$ cat src/rtl/scounter_pkg.sv
// Shared types and constants for the stopwatch core.
package scounter_pkg;

    typedef enum logic [1:0] {
        ST_IDLE  = 2'd0,
        ST_RUN   = 2'd1,
        ST_PAUSE = 2'd2,
        ST_OVF   = 2'd3
    } state_e;

    localparam logic [7:0] MS10_MAX = 8'd99;
    localparam logic [7:0] SEC_MAX  = 8'd59;
    localparam logic [7:0] MIN_MAX  = 8'd99;

    // True when the time registers hold the largest displayable value 99:59:99.
    function automatic logic at_max(input logic [7:0] min_v,
                                    input logic [7:0] sec_v,
                                    input logic [7:0] ms10_v);
        return (min_v == MIN_MAX) && (sec_v == SEC_MAX) && (ms10_v == MS10_MAX);
    endfunction

endpackage

$ cat src/rtl/scounter_tick_gen.sv
// Prescaler: counts clk_core cycles while adv is high and flags the wrap
// from CLK_DIV-1 back to 0 as a 10 ms tick.
module tick_gen #(
    parameter int unsigned CLK_DIV = 4
) (
    input  logic clk_core,
    input  logic rst,
    input  logic adv,
    input  logic zero,
    output logic tick
);

    localparam int unsigned CW = (CLK_DIV > 1) ? $clog2(CLK_DIV) : 1;
    localparam logic [CW-1:0] LAST = CW'(CLK_DIV - 1);

    logic [CW-1:0] cnt_q;
    logic [CW-1:0] cnt_d;

    // The tick is only meaningful on a cycle where the prescaler actually advances.
    assign tick = adv && (cnt_q == LAST);

    // Next prescaler value: clear has priority, otherwise advance and wrap, otherwise hold.
    always_comb begin
        cnt_d = cnt_q;
        if (zero) begin
            cnt_d = '0;
        end else if (adv) begin
            if (cnt_q == LAST) begin
                cnt_d = '0;
            end else begin
                cnt_d = cnt_q + CW'(1);
            end
        end else begin
            cnt_d = cnt_q;
        end
    end

    // Prescaler register with synchronous reset.
    always_ff @(posedge clk_core) begin
        if (rst) begin
            cnt_q <= '0;
        end else begin
            cnt_q <= cnt_d;
        end
    end

endmodule

$ cat src/rtl/scounter_core.sv
// Stopwatch core: run/pause/overflow control, centisecond time keeping
// with carries into seconds and minutes, and a lap capture register.
module scounter_core
    import scounter_pkg::*;
#(
    parameter int unsigned CLK_DIV = 4
) (
    input  logic       clk_core,
    input  logic       rst,
    input  logic       en,
    input  logic       start,
    input  logic       stop,
    input  logic       clr,
    input  logic       lap,
    output logic [7:0] min_o,
    output logic [7:0] sec_o,
    output logic [7:0] ms_10_o,
    output logic [7:0] lap_min_o,
    output logic [7:0] lap_sec_o,
    output logic [7:0] lap_ms_10_o,
    output logic       lap_valid,
    output logic       running,
    output logic       overflow
);

    state_e     state_q, state_d;
    logic [7:0] min_q, min_d;
    logic [7:0] sec_q, sec_d;
    logic [7:0] ms_10_q, ms_10_d;
    logic [7:0] lap_min_q, lap_min_d;
    logic [7:0] lap_sec_q, lap_sec_d;
    logic [7:0] lap_ms_10_q, lap_ms_10_d;
    logic       lap_valid_q, lap_valid_d;
    logic       running_q, running_d;
    logic       overflow_q, overflow_d;
    logic       adv_s;
    logic       tick_s;

    // The prescaler only moves while running and globally enabled.
    assign adv_s = (state_q == ST_RUN) && en;

    tick_gen #(
        .CLK_DIV (CLK_DIV)
    ) u_tick (
        .clk_core (clk_core),
        .rst      (rst),
        .adv      (adv_s),
        .zero     (clr),
        .tick     (tick_s)
    );

    // Next-state, time increment and lap capture; clr overrides every other command.
    always_comb begin
        state_d     = state_q;
        min_d       = min_q;
        sec_d       = sec_q;
        ms_10_d     = ms_10_q;
        lap_min_d   = lap_min_q;
        lap_sec_d   = lap_sec_q;
        lap_ms_10_d = lap_ms_10_q;
        lap_valid_d = 1'b0;
        overflow_d  = overflow_q;

        if (clr) begin
            state_d     = ST_IDLE;
            min_d       = 8'd0;
            sec_d       = 8'd0;
            ms_10_d     = 8'd0;
            lap_min_d   = 8'd0;
            lap_sec_d   = 8'd0;
            lap_ms_10_d = 8'd0;
            overflow_d  = 1'b0;
        end else begin
            // Lap copies the pre-increment time, so it reads the registers directly.
            if (lap && (state_q != ST_IDLE)) begin
                lap_min_d   = min_q;
                lap_sec_d   = sec_q;
                lap_ms_10_d = ms_10_q;
                lap_valid_d = 1'b1;
            end else begin
                lap_valid_d = 1'b0;
            end

            case (state_q)
                ST_IDLE: begin
                    if (start) begin
                        state_d = ST_RUN;
                    end else begin
                        state_d = ST_IDLE;
                    end
                end
                ST_RUN: begin
                    if (tick_s && at_max(min_q, sec_q, ms_10_q)) begin
                        // Saturate: hold 99:59:99 and latch the overflow flag.
                        overflow_d = 1'b1;
                        state_d    = ST_OVF;
                    end else begin
                        if (tick_s) begin
                            if (ms_10_q == MS10_MAX) begin
                                ms_10_d = 8'd0;
                                if (sec_q == SEC_MAX) begin
                                    sec_d = 8'd0;
                                    min_d = min_q + 8'd1;
                                end else begin
                                    sec_d = sec_q + 8'd1;
                                end
                            end else begin
                                ms_10_d = ms_10_q + 8'd1;
                            end
                        end else begin
                            ms_10_d = ms_10_q;
                        end
                        // A stop on a tick cycle still lets that tick count.
                        if (stop) begin
                            state_d = ST_PAUSE;
                        end else begin
                            state_d = ST_RUN;
                        end
                    end
                end
                ST_PAUSE: begin
                    if (!stop && start) begin
                        state_d = ST_RUN;
                    end else begin
                        state_d = ST_PAUSE;
                    end
                end
                ST_OVF: begin
                    state_d = ST_OVF;
                end
                default: begin
                    state_d = ST_IDLE;
                end
            endcase
        end

        running_d = (state_d == ST_RUN);
    end

    // State, time, lap and flag registers with synchronous reset.
    always_ff @(posedge clk_core) begin
        if (rst) begin
            state_q     <= ST_IDLE;
            min_q       <= 8'd0;
            sec_q       <= 8'd0;
            ms_10_q     <= 8'd0;
            lap_min_q   <= 8'd0;
            lap_sec_q   <= 8'd0;
            lap_ms_10_q <= 8'd0;
            lap_valid_q <= 1'b0;
            running_q   <= 1'b0;
            overflow_q  <= 1'b0;
        end else begin
            state_q     <= state_d;
            min_q       <= min_d;
            sec_q       <= sec_d;
            ms_10_q     <= ms_10_d;
            lap_min_q   <= lap_min_d;
            lap_sec_q   <= lap_sec_d;
            lap_ms_10_q <= lap_ms_10_d;
            lap_valid_q <= lap_valid_d;
            running_q   <= running_d;
            overflow_q  <= overflow_d;
        end
    end

    assign min_o       = min_q;
    assign sec_o       = sec_q;
    assign ms_10_o     = ms_10_q;
    assign lap_min_o   = lap_min_q;
    assign lap_sec_o   = lap_sec_q;
    assign lap_ms_10_o = lap_ms_10_q;
    assign lap_valid   = lap_valid_q;
    assign running     = running_q;
    assign overflow    = overflow_q;

endmodule

$ cat config.mk
export PLATFORM = sky130hd
export DESIGN_NAME = scounter_core
export DESIGN_NICKNAME = d
export VERILOG_FILES = /design/src/rtl/scounter_pkg.sv /design/src/rtl/scounter_tick_gen.sv /design/src/rtl/scounter_core.sv
export SDC_FILE = /design/constraint.sdc
export NUM_CORES = 1
export LEC_CHECK = 0
export CAP_MARGIN = 25
export CORE_ASPECT_RATIO = 0.9
export CORE_MARGIN = 4
export CORE_UTILIZATION = 49
export CTS_CLUSTER_DIAMETER = 100
export DETAILED_ROUTE_END_ITERATION = 10
export HOLD_SLACK_MARGIN = 0.12
export PLACE_DENSITY = 0.81
export SLEW_MARGIN = 30
export SYNTH_ARGS = -nofsm -noshare
export SYNTH_HDL_FRONTEND = slang
export SYNTH_SLANG_ARGS = --single-unit
$ cat constraint.sdc
create_clock -name clk_core -period 2.8 [get_ports clk_core]
set_clock_uncertainty 0.05 [all_clocks]
set_input_delay 0.7 -clock clk_core [delete_from_list [all_inputs] [get_ports clk_core]]
set_output_delay 0.7 -clock clk_core [all_outputs]
set_load 0.03 [all_outputs]
Word level (Yosys, flattened, before mapping)
Index checks and enable logic that the tools add are counted.

storage, ports and cells
  flip-flop bits (word level) = 55
  logic and storage cells = 49
  output and inout port bits = 51
  input port bits = 7

cells by class
  reductions and logical operators = 15
  add/subtract/negate cells = 4
  muxes and demuxes = 10
  bitwise operators = 1
  eq/ne operators = 8

operators with widths
  operator             count
  $add 8x1->8 const B  3
  $eq 8x7->1 const B   2
  $mux 8               2
  $mux 2               5
  $eq 8x6->1 const B   1
  $pmux 2 s4           1
  $logic_and 1x1->1    7
  $eq 2x2->1 const B   3
  $reduce_and 5->1     1
  $eq 2x1->1 const B   2
  $reduce_and 4->1     1
  $reduce_and 3->1     1
  $add 2x1->2 const B  1
  $logic_not 2->1      1
  $mux 1               2
  $reduce_and 2->1     1
  $reduce_bool 2->1    1
  $reduce_or 2->1      1
  $logic_not 1->1      1
  $not 1->1            1

Longest topological paths before layout
  word-level depth = 8
  depth in mapped cells = 8
  mapped depth without buffers = 5

By module
From an unflattened synthesis, not the netlist that was laid out.

second synthesis, totals
  cells, all modules = 283
  area, all modules = 2379.8 µm²

modules (own cells, without submodules)
  module         times used  cells an instance  sequential area each (µm²)  area an instance (µm²)
  scounter_core  1           274                1061.0                      2278.4
  tick_gen       1           9                  40.0                        101.3

Worst setup path before layout
No wires, ideal clock.

  kind = register to register
  start = reg sec_q[0] (netlist: sec_o[0])
  end = reg min_q[5] (netlist: min_o[5])
  cell stages (with the launch flop) = 6
  path buffers = 0
  period minus slack after synthesis = 2.348 ns
  library setup time = 0.070 ns
  arrival time = 2.228 ns
  required time = 2.680 ns
  setup slack = 0.452 ns
  cell sequence = dfxtp_1 -> ha_1 -> or4b_4 -> or4_4 -> or3_1 -> a21oi_1

on the way
  word-level cells in the longest chain between the ends = 6

ends and longest elaborated chain
  what                            line                                      source
  start: declaration              scounter_core.sv:28                       logic [7:0] sec_q, sec_d;
  start signal: assignment        scounter_core.sv:145                      sec_q <= 8'd0;
  start signal: assignment        scounter_core.sv:156                      sec_q <= sec_d;
  $eq 8x6->1 *                    scounter_pkg.sv:19, scounter_core.sv:101
  $logic_and 1x1->1 (2 in a row)  scounter_pkg.sv:19                        return (min_v == MIN_MAX) && (sec_v == SEC_MAX) && (ms10_v == MS10_MAX);
  $logic_and 1x1->1               scounter_core.sv:93                       if (tick_s && at_max(min_q, sec_q, ms_10_q)) begin
  $not 1->1 (no line)             n/a
  $reduce_and 5->1 (no line) *    n/a
  end signal: assignment          scounter_core.sv:155                      min_q <= min_d;
  end: declaration                scounter_core.sv:27                       logic [7:0] min_q, min_d;

Mark *: on every way between the ends. The rest lies on a longest branch, timed or not.
A chain may end at the register's enable or synchronous reset.

Worst setup path in the final report
  start = in en
  end = reg sec_q[7] (netlist: sec_o[7])

on the way
  word-level cells in the longest chain between the ends = 5

ends and longest elaborated chain
  what                          line                     source
  start: declaration            scounter_core.sv:10      input logic en,
  $logic_and 1x1->1 *           scounter_core.sv:40      assign adv_s = (state_q == ST_RUN) && en;
  $logic_and 1x1->1 *           scounter_tick_gen.sv:20  assign tick = adv && (cnt_q == LAST);
  $logic_and 1x1->1             scounter_core.sv:93
  $not 1->1 (no line)           n/a
  $reduce_and 4->1 (no line) *  n/a

Marks and branches as above.

==> results.py <==
metrics = {
    "sta": {
        "clock.fmax_mhz": 421,
        "finalSetupTns_ns": 0,
        "rsz0062_at_grt": "false",
        "max_slew_margin": 0.539,
        "post-route-period-util": 0.848,
        "tightestPinTransition_ns": 0.688,
        "hold_violations": 0,
        "finalSetupViolCount": 0,
        "drv_slew": 0,
        "fin_crit_ns": 2.37,
    },
    "worst_setup_path": {
        "slowest_stage": "clkdlybuf4s50_1",
        "reg2reg_slack_ns": 0.50,
        "crit_path_max_incr_delay_ns": 0.50,
        "arrival_ns": 2.57,
        "worst-path-max-fanout": 25,
        "critPathRequiredTime_ns": 2.99,
        "r2r_end": "ms_10_o[3]",
        "crit_path_start_kind": "primary input",
        "worstPathCellList": "clkdlybuf4s50_1 -> nand4b_1 -> or3_1 -> buf_12 -> or4_1 -> a21oi_1",
        "r2r_cells": 5,
        "r2r-start": "sec_o[0]",
        "critical_path_class": "primary input to register",
        "cp-end-kind": "register",
    },
    "synthesis": {
        "yosysWarningCount": 0,
        "synth.distinct_cells": 40,
        "synthArstFlopShare": 0,
        "synth_cells": 295,
        "syn_area_sq_um": 2420,
        "synth_nets": 306,
        "ys_ff_latch": 55,
        "synth.yosys.seq_area_share": 0.455,
        "synth_ff_type": "dfxtp_1",
        "synth_edf_count": 0,
        "avgSynthCellArea_sq_um": 8.19,
    },
    "cts": {
        "post_cts_resized": 0,
        "clk_path_buf_depth": 2,
        "cts_tree": "yes",
        "cts_setup_buffers": 0,
        "cts_sinks": 55,
        "clkSlewWorstSetupHoldPaths_ns": 0.09,
        "clk_latency_ns": 0.31,
        "hold_buffers": 0,
        "numCtsBuffers": 5,
        "cts_root_buf": "clkbuf_8",
        "cts-htree-levels": 2,
    },
    "power_and_ir_drop": {
        "pwr-share-seq": 0.567,
        "p_sw_frac": 0.213,
        "irDropWorstVdd_mv": 0.333,
        "clkPwrFrac": 0.397,
        "total_power_mw": 1.39,
        "powerDensity_nw_per_um2": 434,
        "pwr-share-comb": 0.036,
        "switchingPower_uw": 295,
        "internal_power_mw": 1.09,
        "leakagePower_nw": 1.03,
    },
    "job": {
        "drv_cap": 0,
    },
    "cells_and_area": {
        "area_growth_pct": 32.0,
        "diodes": 0,
        "nFillCells": 404,
        "layout_common_cells": "58 x nand2_1, 57 x clkdlybuf4s50_1, 55 x dfxtp_1",
        "layout_commonest_cell": "nand2_1",
        "drive_above_1_share": 0.0690,
        "num-nets-final": 358,
        "final_design_area_no_fill_sq_um": 3190,
    },
    "placement": {
        "gp_congestion": 0.830,
        "place.port_buffers": 57,
        "hpwl_microns": 4120,
        "dpl_cell_area_sq_um": 3070,
    },
    "floorplanning": {
        "die_area_sq_um": 6120,
        "die_w_microns": 82.0,
        "start_util": 0.525,
        "core_sq_um": 4600,
        "io-pin-count": 58,
        "die_height_microns": 74.6,
        "rows": 23,
    },
    "min_path": {
        "hp-class": "register to register",
        "hp-start": "lap_ms_10_o[6]",
        "hold_depth": 2,
        "holdPathEnd": "lap_ms_10_o[6]",
    },
    "drt": {
        "drt-initial-drc-count": 156,
        "maxUsedRoutingLayer": "met4",
        "wl_per_cell_microns": 14.6,
        "vias_per_cell": 5.76,
        "wl_met1_microns": 2690,
        "first_pass_iters": 7,
        "vias": 2360,
        "wl_met2_microns": 2930,
        "ant_nets": 0,
        "wirelength_microns": 5980,
        "drc": 0,
        "dr_wl_met3_microns": 308,
    },
    "grt": {
        "antenna_found_initial": 0,
        "grtUsageTotal": 0.198,
        "grt_max_degree": 27,
        "grt_pass1_vias": 2139,
        "grt_first_pass_wirelength_microns": 9690,
        "gr-total-overflow": 0,
    },
    "run_status": {
        "run_status": "finished clean",
    },
}
layout make-up:
type,count,area [sq um],share of cell area
multi-input cells,217,1240,0.388
inverters,2,7.51,0.00235
clock buffers,6,82.6,0.0259
clock inverters,2,35.0,0.0110
repair buffers,66,651,0.204
well taps,62,77.6,0.0243
flip-flops and latches,55,1100,0.345
power by group through the flow:
| stage | sequential (mW) | clock, mW | combinational [mW] |
|---|---|---|---|
| after global placement | 0.804 | 0 | 0.0483 |
| after global routing | 0.787 | 0.575 | 0.0539 |
| after floorplan | 0.804 | 0 | 0.0259 |
| after CTS | 0.786 | 0.552 | 0.0504 |
| after detailed placement | 0.804 | 0 | 0.0499 |
| final | 0.786 | 0.550 | 0.0498 |
logic make-up after synthesis:
kind of cell / count (synthesis) / share of synthesized area
XOR/XNOR: 5 / 0.0181
multiplexers: 3 / 0.0124
AND/OR/NAND/NOR: 135 / 0.287
buffers and inverters: 23 / 0.0373
AO/OA/AOI/OAI: 70 / 0.169
adder cells (fa/ha/maj): 4 / 0.0207
flip-flops: 55 / 0.455
synthesized netlist by cell type, types with 6 or more instances:
library cell,count,area [sq um]
clkbuf_1,16,60.1
dfxtp_1,55,1100
a21oi_1,42,210
nand4_1,7,43.8
o31ai_1,8,60.1
nor2_1,11,41.3
or4_1,9,67.6
or3_1,6,37.5
nor3_1,13,65.1
nand3_1,10,50.1
nand2_1,58,218
worst max-delay path, delay by kind of cell:
family | cells | cell delay [ns]
and+or+nand+nor | 3 | 1.04
AOI/OAI and AO/OA | 1 | 0.15
buffers and inverters | 2 | 0.68
stage by stage:
| stage | utilization | hold WS, ns | instances | worst slack (ns) |
|---|---|---|---|---|
| after global routing | 0.693 | 0.427 | 410 | 0.255 |
| after floorplan | - | 0.418 | 295 | 0.452 |
| after global placement | 0.666 | 0.391 | 402 | 0.166 |
| after detailed placement | 0.668 | 0.396 | 402 | 0.132 |
| after CTS | 0.693 | 0.409 | 410 | 0.441 |
| final | 0.693 | 0.406 | 410 | 0.426 |
worst max path at each step:
| stage | from | end |
|---|---|---|
| 3_5_place_dp | en | min_o[6] |
| 6_report | en | sec_o[7] |
| 3_3_place_gp | en | min_o[2] |
| 2_1_floorplan | sec_o[0] | min_o[5] |
| 4_1_cts | en | sec_o[7] |
| 5_1_grt | sec_o[0] | ms_10_o[3] |
metal layers:
metal | vias to the layer above | track usage
li1 | 1167 | -
met1 | 1116 | 0.255
met2 | 69 | 0.341
met3 | 8 | 0.0443
met4 | 0 | 0.0461
met5 | - | 0
sequential cells by signal, summed over array words and instances, names as in the netlist:
register and cells:
ms_10_o 8, lap_ms_10_o 8, min_o 8, sec_o 8, running 1, lap_min_o 8, lap_valid 1, lap_sec_o 8
overflow 1, state_q 2, u_tick.cnt_q 2
No activity file was read; power rests on OpenSTA's default activity.
